$ cat src/rtl/rr_arbiter_n.sv
// N-requester round-robin arbiter with a locked, registered one-hot grant and a rotating priority pointer.
// Optional hold-timeout rotation is compiled in with `define ARB_TIMEOUT_EN.
module rr_arbiter_n #(
  parameter int  NUM_REQ  = 3,
  parameter int  HOLD_MAX = 16,
  localparam int IDX_W    = (NUM_REQ > 1) ? $clog2(NUM_REQ) : 1
) (
  input  logic               clk,
  input  logic               rst_n,
  input  logic [NUM_REQ-1:0] req,
  input  logic               i_release,
  output logic [NUM_REQ-1:0] grant,
  output logic               grant_valid,
  output logic [IDX_W-1:0]   grant_idx,
  output logic               timeout,
  output logic               o_dbg_state
);

  // Handshake: a requester holds req[i] high until it sees grant[i]; while granted it
  // keeps req[i] high and ends ownership by pulsing i_release or by dropping req[i].

  typedef enum logic {S_IDLE = 1'b0, S_GRANT = 1'b1} state_t;

  state_t             r_state;
  logic [NUM_REQ-1:0] r_grant;
  logic               r_valid;
  logic [IDX_W-1:0]   r_idx;
  logic [IDX_W-1:0]   r_ptr;

  logic [IDX_W-1:0]   w_next_ptr;
  logic [IDX_W-1:0]   w_search_ptr;
  logic [IDX_W-1:0]   w_win_idx;
  logic [NUM_REQ-1:0] w_win_oh;
  logic               w_found;
  logic               w_owner_req;
  logic               w_force;
  logic               w_end;
  logic               w_tmo_evt;
  int                 w_dist;
  int                 w_best;

  assign w_next_ptr   = (r_idx == IDX_W'(NUM_REQ - 1)) ? '0 : r_idx + IDX_W'(1);
  // On an end-of-ownership edge the search already starts past the old owner.
  assign w_search_ptr = (r_state == S_GRANT) ? w_next_ptr : r_ptr;
  assign w_owner_req  = |(req & r_grant);

  always_comb begin
    w_found   = 1'b0;
    w_win_idx = '0;
    w_dist    = 0;
    w_best    = NUM_REQ;
    for (int i = 0; i < NUM_REQ; i++) begin
      w_dist = (i + NUM_REQ - int'(w_search_ptr)) % NUM_REQ;
      if (req[i] && (w_dist < w_best)) begin
        w_best    = w_dist;
        w_win_idx = IDX_W'(i);
        w_found   = 1'b1;
      end
    end
  end

  always_comb begin
    w_win_oh = '0;
    for (int i = 0; i < NUM_REQ; i++) begin
      w_win_oh[i] = w_found && (w_win_idx == IDX_W'(i));
    end
  end

`ifdef ARB_TIMEOUT_EN
  localparam int CNT_W = $clog2(HOLD_MAX);
  logic [CNT_W-1:0] r_cnt;
  logic             r_timeout;
  assign w_force = (r_cnt == CNT_W'(HOLD_MAX - 1));
  assign timeout = r_timeout;
`else
  // No hold counter: the comparison is constant false for any legal HOLD_MAX.
  assign w_force = (HOLD_MAX < 0);
  assign timeout = 1'b0;
`endif

  assign w_end     = i_release | ~w_owner_req | w_force;
  assign w_tmo_evt = w_force & ~i_release & w_owner_req;

  always_ff @(posedge clk or negedge rst_n) begin
    if (!rst_n) begin
      r_state <= S_IDLE;
      r_grant <= '0;
      r_valid <= 1'b0;
      r_idx   <= '0;
      r_ptr   <= '0;
`ifdef ARB_TIMEOUT_EN
      r_cnt     <= '0;
      r_timeout <= 1'b0;
`endif
    end else begin
`ifdef ARB_TIMEOUT_EN
      r_timeout <= 1'b0;
`endif
      case (r_state)
        S_IDLE: begin
          if (w_found) begin
            r_state <= S_GRANT;
            r_grant <= w_win_oh;
            r_valid <= 1'b1;
            r_idx   <= w_win_idx;
`ifdef ARB_TIMEOUT_EN
            r_cnt   <= '0;
`endif
          end
        end
        S_GRANT: begin
          if (w_end) begin
            r_ptr   <= w_next_ptr;
            r_grant <= w_win_oh;
            r_valid <= w_found;
            r_idx   <= w_win_idx;
            r_state <= w_found ? S_GRANT : S_IDLE;
`ifdef ARB_TIMEOUT_EN
            r_cnt     <= '0;
            r_timeout <= w_tmo_evt;
`endif
          end else begin
`ifdef ARB_TIMEOUT_EN
            r_cnt <= r_cnt + CNT_W'(1);
`endif
          end
        end
        default: r_state <= S_IDLE;
      endcase
    end
  end

  assign grant       = r_grant;
  assign grant_valid = r_valid;
  assign grant_idx   = r_idx;
  assign o_dbg_state = r_state;

endmodule

$ cat config.mk
export PLATFORM = sky130hd
export DESIGN_NAME = rr_arbiter_n
export DESIGN_NICKNAME = d
export VERILOG_FILES = /design/src/rtl/rr_arbiter_n.sv
export SDC_FILE = /design/constraint.sdc
export NUM_CORES = 1
export LEC_CHECK = 0
export CAP_MARGIN = 5
export CELL_PAD_IN_SITES_DETAIL_PLACEMENT = 1
export CELL_PAD_IN_SITES_GLOBAL_PLACEMENT = 2
export CORE_MARGIN = 4
export CORE_UTILIZATION = 25
export CTS_CLUSTER_SIZE = 20
export DETAILED_ROUTE_END_ITERATION = 8
export PLACE_DENSITY_LB_ADDON = 0.1
export SYNTH_ARGS = -nofsm -noshare
export SYNTH_HDL_FRONTEND = slang
export SYNTH_SLANG_ARGS = --single-unit
$ cat constraint.sdc
create_clock -name clk -period 4 [get_ports clk]
set_clock_uncertainty 0.15 [all_clocks]
set_input_delay 0.8 -clock clk [delete_from_list [all_inputs] [get_ports clk]]
set_output_delay 0.8 -clock clk [all_outputs]
set_load 0.01 [all_outputs]
After elaboration in Yosys (flattened, before gate mapping)
Index checks and enable logic that the tools add are counted.
{"block": "totals", "regBits": 9, "inputBits": 6, "output_inout_bits": 8}
{"block": "classes", "add_sub_neg": 4, "n_div": 3, "order_cmp": 3, "eq_ne": 5, "mux": 21, "bitwise_logic": 4, "reduce_logical": 10}
{"cell": "modulo 32 x 3 -> 32 bit (second input constant)", "n": 3}
{"cell": "less-than comparator 32 bit", "n": 2}
{"cell": "2-to-1 mux 32 bit", "n": 2}
{"cell": "less-than comparator 32 x 3 -> 1 bit (second input constant)", "n": 1}
{"cell": "2-to-1 mux 2 bit", "n": 5}
{"cell": "2-to-1 mux 1 bit", "n": 8}
{"cell": "subtractor 3 x 2 -> 4 bit (first input constant)", "n": 2}
{"cell": "logical AND 1 bit", "n": 6}
{"cell": "2-to-1 mux 3 bit", "n": 2}
{"cell": "case mux 3 bit (2 select lines)", "n": 1}
{"cell": "equality test 2 bit (second input constant)", "n": 2}
{"cell": "case mux 1 bit (2 select lines)", "n": 2}
{"cell": "case mux 2 bit (2 select lines)", "n": 1}
{"cell": "AND reduction 2 bit", "n": 2}
{"cell": "bitwise AND 3 bit", "n": 1}
{"cell": "OR reduction 3 bit", "n": 1}
{"cell": "subtractor 2 x 2 -> 3 bit (first input constant)", "n": 1}
{"cell": "adder 2 x 1 -> 2 bit (second input constant)", "n": 1}
{"cell": "equality test 2 x 1 -> 1 bit (second input constant)", "n": 1}
{"cell": "zero test 2 bit", "n": 1}
{"cell": "inequality test 2 x 1 -> 1 bit (second input constant)", "n": 1}
{"cell": "inequality test 2 bit (second input constant)", "n": 1}
{"cell": "inverter 1 bit", "n": 2}
{"cell": "OR 1 bit", "n": 1}

Longest topological paths before layout
Gate-level depths: netlist (run 1).
{"block": "depth", "ltp_word": 18, "mapped_depth": 18, "ltp_nobuf": 18}

Worst setup path after synthesis (run 1)
Ideal clock, no wire load.
{"block": "synth_path", "path_type": "reg-to-reg", "start": "register r_state, in the netlist o_dbg_state", "end": "register r_grant[1], in the netlist grant[1]", "t_arrival_ps": 3515, "required_ps": 3732, "path_slack_ps": 217, "path_stages_with_launch": 18, "n_path_buf": 0, "period_less_slack_ps": 3783, "cell_sequence": "dfrtp_1 -> and3b_1 -> or2_4 -> inv_2 -> ha_1 -> nor2b_1 -> ha_1 -> a21oi_1 -> o211a_1 -> o21ai_1 -> a21o_1 -> ha_1 -> o21ai_0 -> nand2b_2 -> a21oi_1 -> a211oi_4 -> a31o_1 -> a21o_1"}
{"block": "synth_via", "elab_chain_len": 16, "elab_cells_between_ends": 29, "classes_between": "add/sub (3); div (3); order compare (3); eq/ne (3); mux (11); bitwise (1); reduce/logical (5)"}
{"element": "start, declared", "line_no": "24", "source": "state_t r_state;"}
{"element": "start signal, assigned", "line_no": "117", "source": "r_state <= w_found ? S_GRANT : S_IDLE;"}
{"element": "2-to-1 mux 2 bit", "line_no": "44", "source": "assign w_search_ptr = (r_state == S_GRANT) ? w_next_ptr : r_ptr;"}
{"element": "subtractor 2 x 2 -> 3 bit", "line_no": "53", "source": "w_dist = (i + NUM_REQ - int'(w_search_ptr)) % NUM_REQ;"}
{"element": "modulo 32 x 3 -> 32 bit", "line_no": "53"}
{"element": "less-than comparator 32 x 3 -> 1 bit", "line_no": "54", "source": "if (req[i] && (w_dist < w_best)) begin"}
{"element": "logical AND 1 bit", "line_no": "54"}
{"element": "2-to-1 mux 32 bit", "line_no": "54"}
{"element": "less-than comparator 32 bit", "line_no": "54"}
{"element": "logical AND 1 bit", "line_no": "54"}
{"element": "2-to-1 mux 32 bit", "line_no": "54"}
{"element": "less-than comparator 32 bit", "line_no": "54"}
{"element": "logical AND 1 bit", "line_no": "54"}
{"element": "2-to-1 mux 2 bit", "line_no": "54"}
{"element": "equality test 2 x 1 -> 1 bit", "line_no": "65", "source": "w_win_oh[i] = w_found && (w_win_idx == IDX_W'(i));"}
{"element": "logical AND 1 bit", "line_no": "65"}
{"element": "2-to-1 mux 3 bit (on tied branches)", "line_no": "112, 101"}
{"element": "case mux 3 bit (2 select lines)", "line_no": "99", "source": "case (r_state)"}
{"element": "end signal, assigned", "line_no": "103", "source": "r_grant <= w_win_oh;"}
{"element": "end signal, assigned", "line_no": "114", "source": "r_grant <= w_win_oh;"}
{"element": "end, declared", "line_no": "25", "source": "logic [NUM_REQ-1:0] r_grant;"}
Several ways; a longest one is shown, not always the timed one. The select of a mux whose other input is x is not followed.
A chain may end at the register's enable or synchronous reset.

Final worst setup path (run 1)
{"block": "layout_path", "start": "register r_state, in the netlist o_dbg_state", "end": "register r_valid, in the netlist grant_valid"}
{"block": "layout_via", "elab_chain_len": 14, "elab_cells_between_ends": 24, "classes_between": "add/sub (3); div (3); order compare (3); eq/ne (2); mux (8); bitwise (1); reduce/logical (4)"}
{"element": "2-to-1 mux 2 bit", "line_no": "44"}
{"element": "subtractor 2 x 2 -> 3 bit", "line_no": "53"}
{"element": "modulo 32 x 3 -> 32 bit", "line_no": "53"}
{"element": "less-than comparator 32 x 3 -> 1 bit", "line_no": "54"}
{"element": "logical AND 1 bit", "line_no": "54"}
{"element": "2-to-1 mux 32 bit", "line_no": "54"}
{"element": "less-than comparator 32 bit", "line_no": "54"}
{"element": "logical AND 1 bit", "line_no": "54"}
{"element": "2-to-1 mux 32 bit", "line_no": "54"}
{"element": "less-than comparator 32 bit", "line_no": "54"}
{"element": "logical AND 1 bit", "line_no": "54"}
{"element": "2-to-1 mux 1 bit", "line_no": "54"}
{"element": "2-to-1 mux 1 bit or inequality test 2 bit (tied branches)"}
{"element": "case mux 1 bit (2 select lines) or AND reduction 2 bit (tied branches)"}
{"element": "end signal, assigned", "line_no": "115", "source": "r_valid <= w_found;"}
{"element": "end, declared", "line_no": "26", "source": "logic r_valid;"}
Several ways; a longest one is shown, not always the timed one. The select of a mux whose other input is x is not followed.

==> flow_metrics.py, run 1 <==
metrics = {
    "outcome": {
        "status": "finished, final reports clean",
    },
    "worst_setup_path": {
        "crit_type": "reg2reg",
        "worstSetupEndpointType": "register",
        "crit_arrival_ps": 3690,
        "crit_path_start_kind": "register",
        "crit_path_max_fanout": 6,
        "required_ps": 3930,
    },
    "timing": {
        "period_share_pct": 94.1,
        "drv_slew": 0,
        "whs_ps": 321,
        "max_clock_freq_ghz": 0.266,
        "rsz0062_at_grt": "no",
        "slew_headroom_pct": 41.1,
        "setup_tns_ps": 0,
        "fin_crit_ps": 3760,
        "hold_viol": 0,
        "worst_pin_slew_ps": 877,
        "setup_viol": 0,
    },
    "die": {
        "rows": 22,
        "core_um2": 3660,
        "dieArea_um2": 4830,
        "io_pins": 14,
        "initial_core_util_pct": 25.8,
        "fp.dieW_um": 69.5,
        "fp.dieH_um": 69.5,
    },
    "cts": {
        "cts_inserted_buffers": 3,
        "clock-sinks": 9,
        "cts_tree": "done",
        "htree_levels": 1,
        "clkTransAtPathRegs_ps": 50,
        "post_cts_buffers": 0,
        "root_buffer": "clkbuf_8",
        "cts_buffer_depth": 2,
        "clock_latency_ps": 230,
    },
    "power": {
        "power_density_nw_per_um2": 1000,
        "peakVddDrop_mv": 0.321,
        "leakage_nw": 0.556,
    },
    "final_layout": {
        "syn_to_final_growth_pct": 32.4,
        "n_antenna_cell": 0,
        "nets": 149,
        "drive_gt1_share_pct": 22.8,
        "final_cells": 175,
    },
    "detailed_routing": {
        "remaining_drc_errors": 0,
        "drtPass1Iterations": 4,
        "routed_wl_um": 2390,
        "highest_layer": "met4",
        "wl_per_cell_um": 13.7,
        "wl_met3_um": 31,
        "via_count": 836,
        "drtAntennaViolNets": 0,
        "drtIter0Drc": 21,
        "met1_length_um": 1110,
        "routed_via_density": 4.78,
        "wl_met2_um": 1210,
    },
    "logic_synthesis": {
        "synth.distinct_cells": 43,
        "synthesis.nets": 122,
        "syn_avg_cell_area_um2": 9.37,
        "dominantRegCellSynth": "dfrtp_1",
        "ys_seq_elements": 9,
        "synthArstFlopShare_pct": 100,
        "synth_cells": 101,
        "ys_warn_count": 0,
        "synth_edf_count": 0,
        "synthesis.area_um2": 946,
        "ys_seq_area_share_pct": 23.8,
    },
    "place": {
        "dp.final_hpwl_um": 2050,
        "portBuffers": 12,
        "gp_congestion": 0.740,
        "placed_cells": 171,
    },
    "global_routing": {
        "grt_antenna_before_repair": 0,
        "grt_pass1_vias": 927,
        "grt_max_degree": 10,
        "grt_overflow": 0,
        "grt_pass1_wl_um": 4090,
        "grt_usage_pct": 10.6,
    },
    "run": {
        "maxCapViolCount": 0,
    },
    "hold_path": {
        "min-delay-path-class": "reg2reg",
    },
}
-- what timing repair did --
item / in CTS / in global routing
endpoints found under the setup margin: 0 / 3
resized for setup: 0 / 1
hold buffers: 0 / 0
-- path summary, 6_finish.rpt --
| check | from | to | slack, ps | cells past startpoint |
|---|---|---|---|---|
| max | o_dbg_state | grant_valid | 240 | 19 |
| max in group asynchronous | rst_n | o_dbg_state | 2680 | 1 |
| max reg2reg | o_dbg_state | grant_valid | 240 | 19 |
| min in group asynchronous | rst_n | grant[1] | 720 | 1 |
| min reg2reg | r_ptr[1] | r_ptr[1] | 320 | 2 |
| min | r_ptr[1] | r_ptr[1] | 320 | 2 |
-- cell usage in the layout (no fill, tap or decap), types with 3 or more instances in the layout --
cell	instances
nor2_1	4
a21oi_1	4
buf_4	12
clkbuf_8	3
a21o_1	3
o21ai_0	8
mux2_2	3
nand2_1	7
nor2b_1	3
clkdlybuf4s50_1	12
dfrtp_1	9
inv_1	5
ha_1	15
nor3_1	3
-- cells in the mapped netlist (all sizes together), types with 2 or more instances --
library cell	count	area share (%)
mux2	3	3.6
dfrtp	9	24
and2	2	1.3
o21ai	10	5.7
nor2	4	1.6
ha	15	20
nor3	4	3.3
nand2	7	2.8
nand2b	3	2.2
nor2b	3	2.0
nor3b	3	2.9
a21o	3	2.4
o211ai	2	1.6
buf	2	1.3
a21oi	5	2.6
inv	6	2.4
-- stage by stage --
stage | setup slack (ps) | total power, mW | utilization, % | cell area, um2
final | 238 | 1.26 | 34.2 | 1250
after global routing | 7.50 | 1.38 | 34.2 | 1250
after CTS | 158 | 1.27 | 34.1 | 1250
after detailed placement | 2.71 | 1.15 | 32.9 | 1200
after global placement | 7.44 | 1.14 | 32.9 | 1200
after floorplan | 217 | 0.822 | - | 946
-- kinds of logic (layout without fill, tap and decap cells) --
group,count (synthesis),in the layout,synth area share (%)
other,1,1,0.396
flip-flops,9,9,23.8
multiplexers,3,3,3.57
adder cells (fa/ha/maj),15,15,19.8
AND/OR/NAND/NOR,32,32,20.6
buffers and inverters,8,34,3.70
AO/OA/AOI/OAI,33,33,28.0
-- cell type report --
type / count / area, um2
well taps: 48 / 60.1
flip-flops and latches: 9 / 225
inverters: 6 / 22.5
repair buffers: 24 / 210
fillers: 431 / 2410
multi-input cells: 84 / 689
clock buffers: 4 / 45.0
-- power by group --
part	total (mW)	internal [mW]	switching [mW]
combinational	0.983	0.488	0.495
sequential	0.169	0.136	0.0330
clock	0.106	0.0695	0.0363
total	1.26	0.693	0.564
-- state kept, by name (all words and copies together) (netlist names) --
register / cells
o_dbg_state: 1
r_ptr: 2
grant: 3
grant_valid: 1
grant_idx: 2
-- worst max-delay path: stages (launching register included) --
cell and delay [ps]:
dfrtp_1 420, and3b_1 240, or2_4 290, inv_2 70, ha_1 140, nor2b_1 60
ha_1 330, a21oi_1 60, o211a_1 210, o21ai_1 200, nor2_1 60, a21o_1 160
ha_1 260, o21ai_0 90, nand2b_2 90, a21oi_2 70, a211oi_4 290, buf_4 180
o211ai_1 80, a21boi_1 150
-- routing by layer --
layer | vias to the layer above | global-route usage, %
li1 | 429 | -
met1 | 392 | 12.3
met2 | 10 | 19.7
met3 | 5 | 1.01
met4 | 0 | 4.56
met5 | - | 0
(Power assumes the default switching activity.)
==> run 2: changes to the inputs <==
--- a/config.mk
+++ b/config.mk
@@ -12,6 +12,7 @@
 export CORE_UTILIZATION = 25
 export CTS_CLUSTER_SIZE = 20
 export DETAILED_ROUTE_END_ITERATION = 8
+export HOLD_SLACK_MARGIN = 0.1
 export PLACE_DENSITY_LB_ADDON = 0.1
 export SYNTH_ARGS = -nofsm -noshare
 export SYNTH_HDL_FRONTEND = slang
==> results of run 2 <==
Final layout, timing and power as in run 1 (identical DEF).
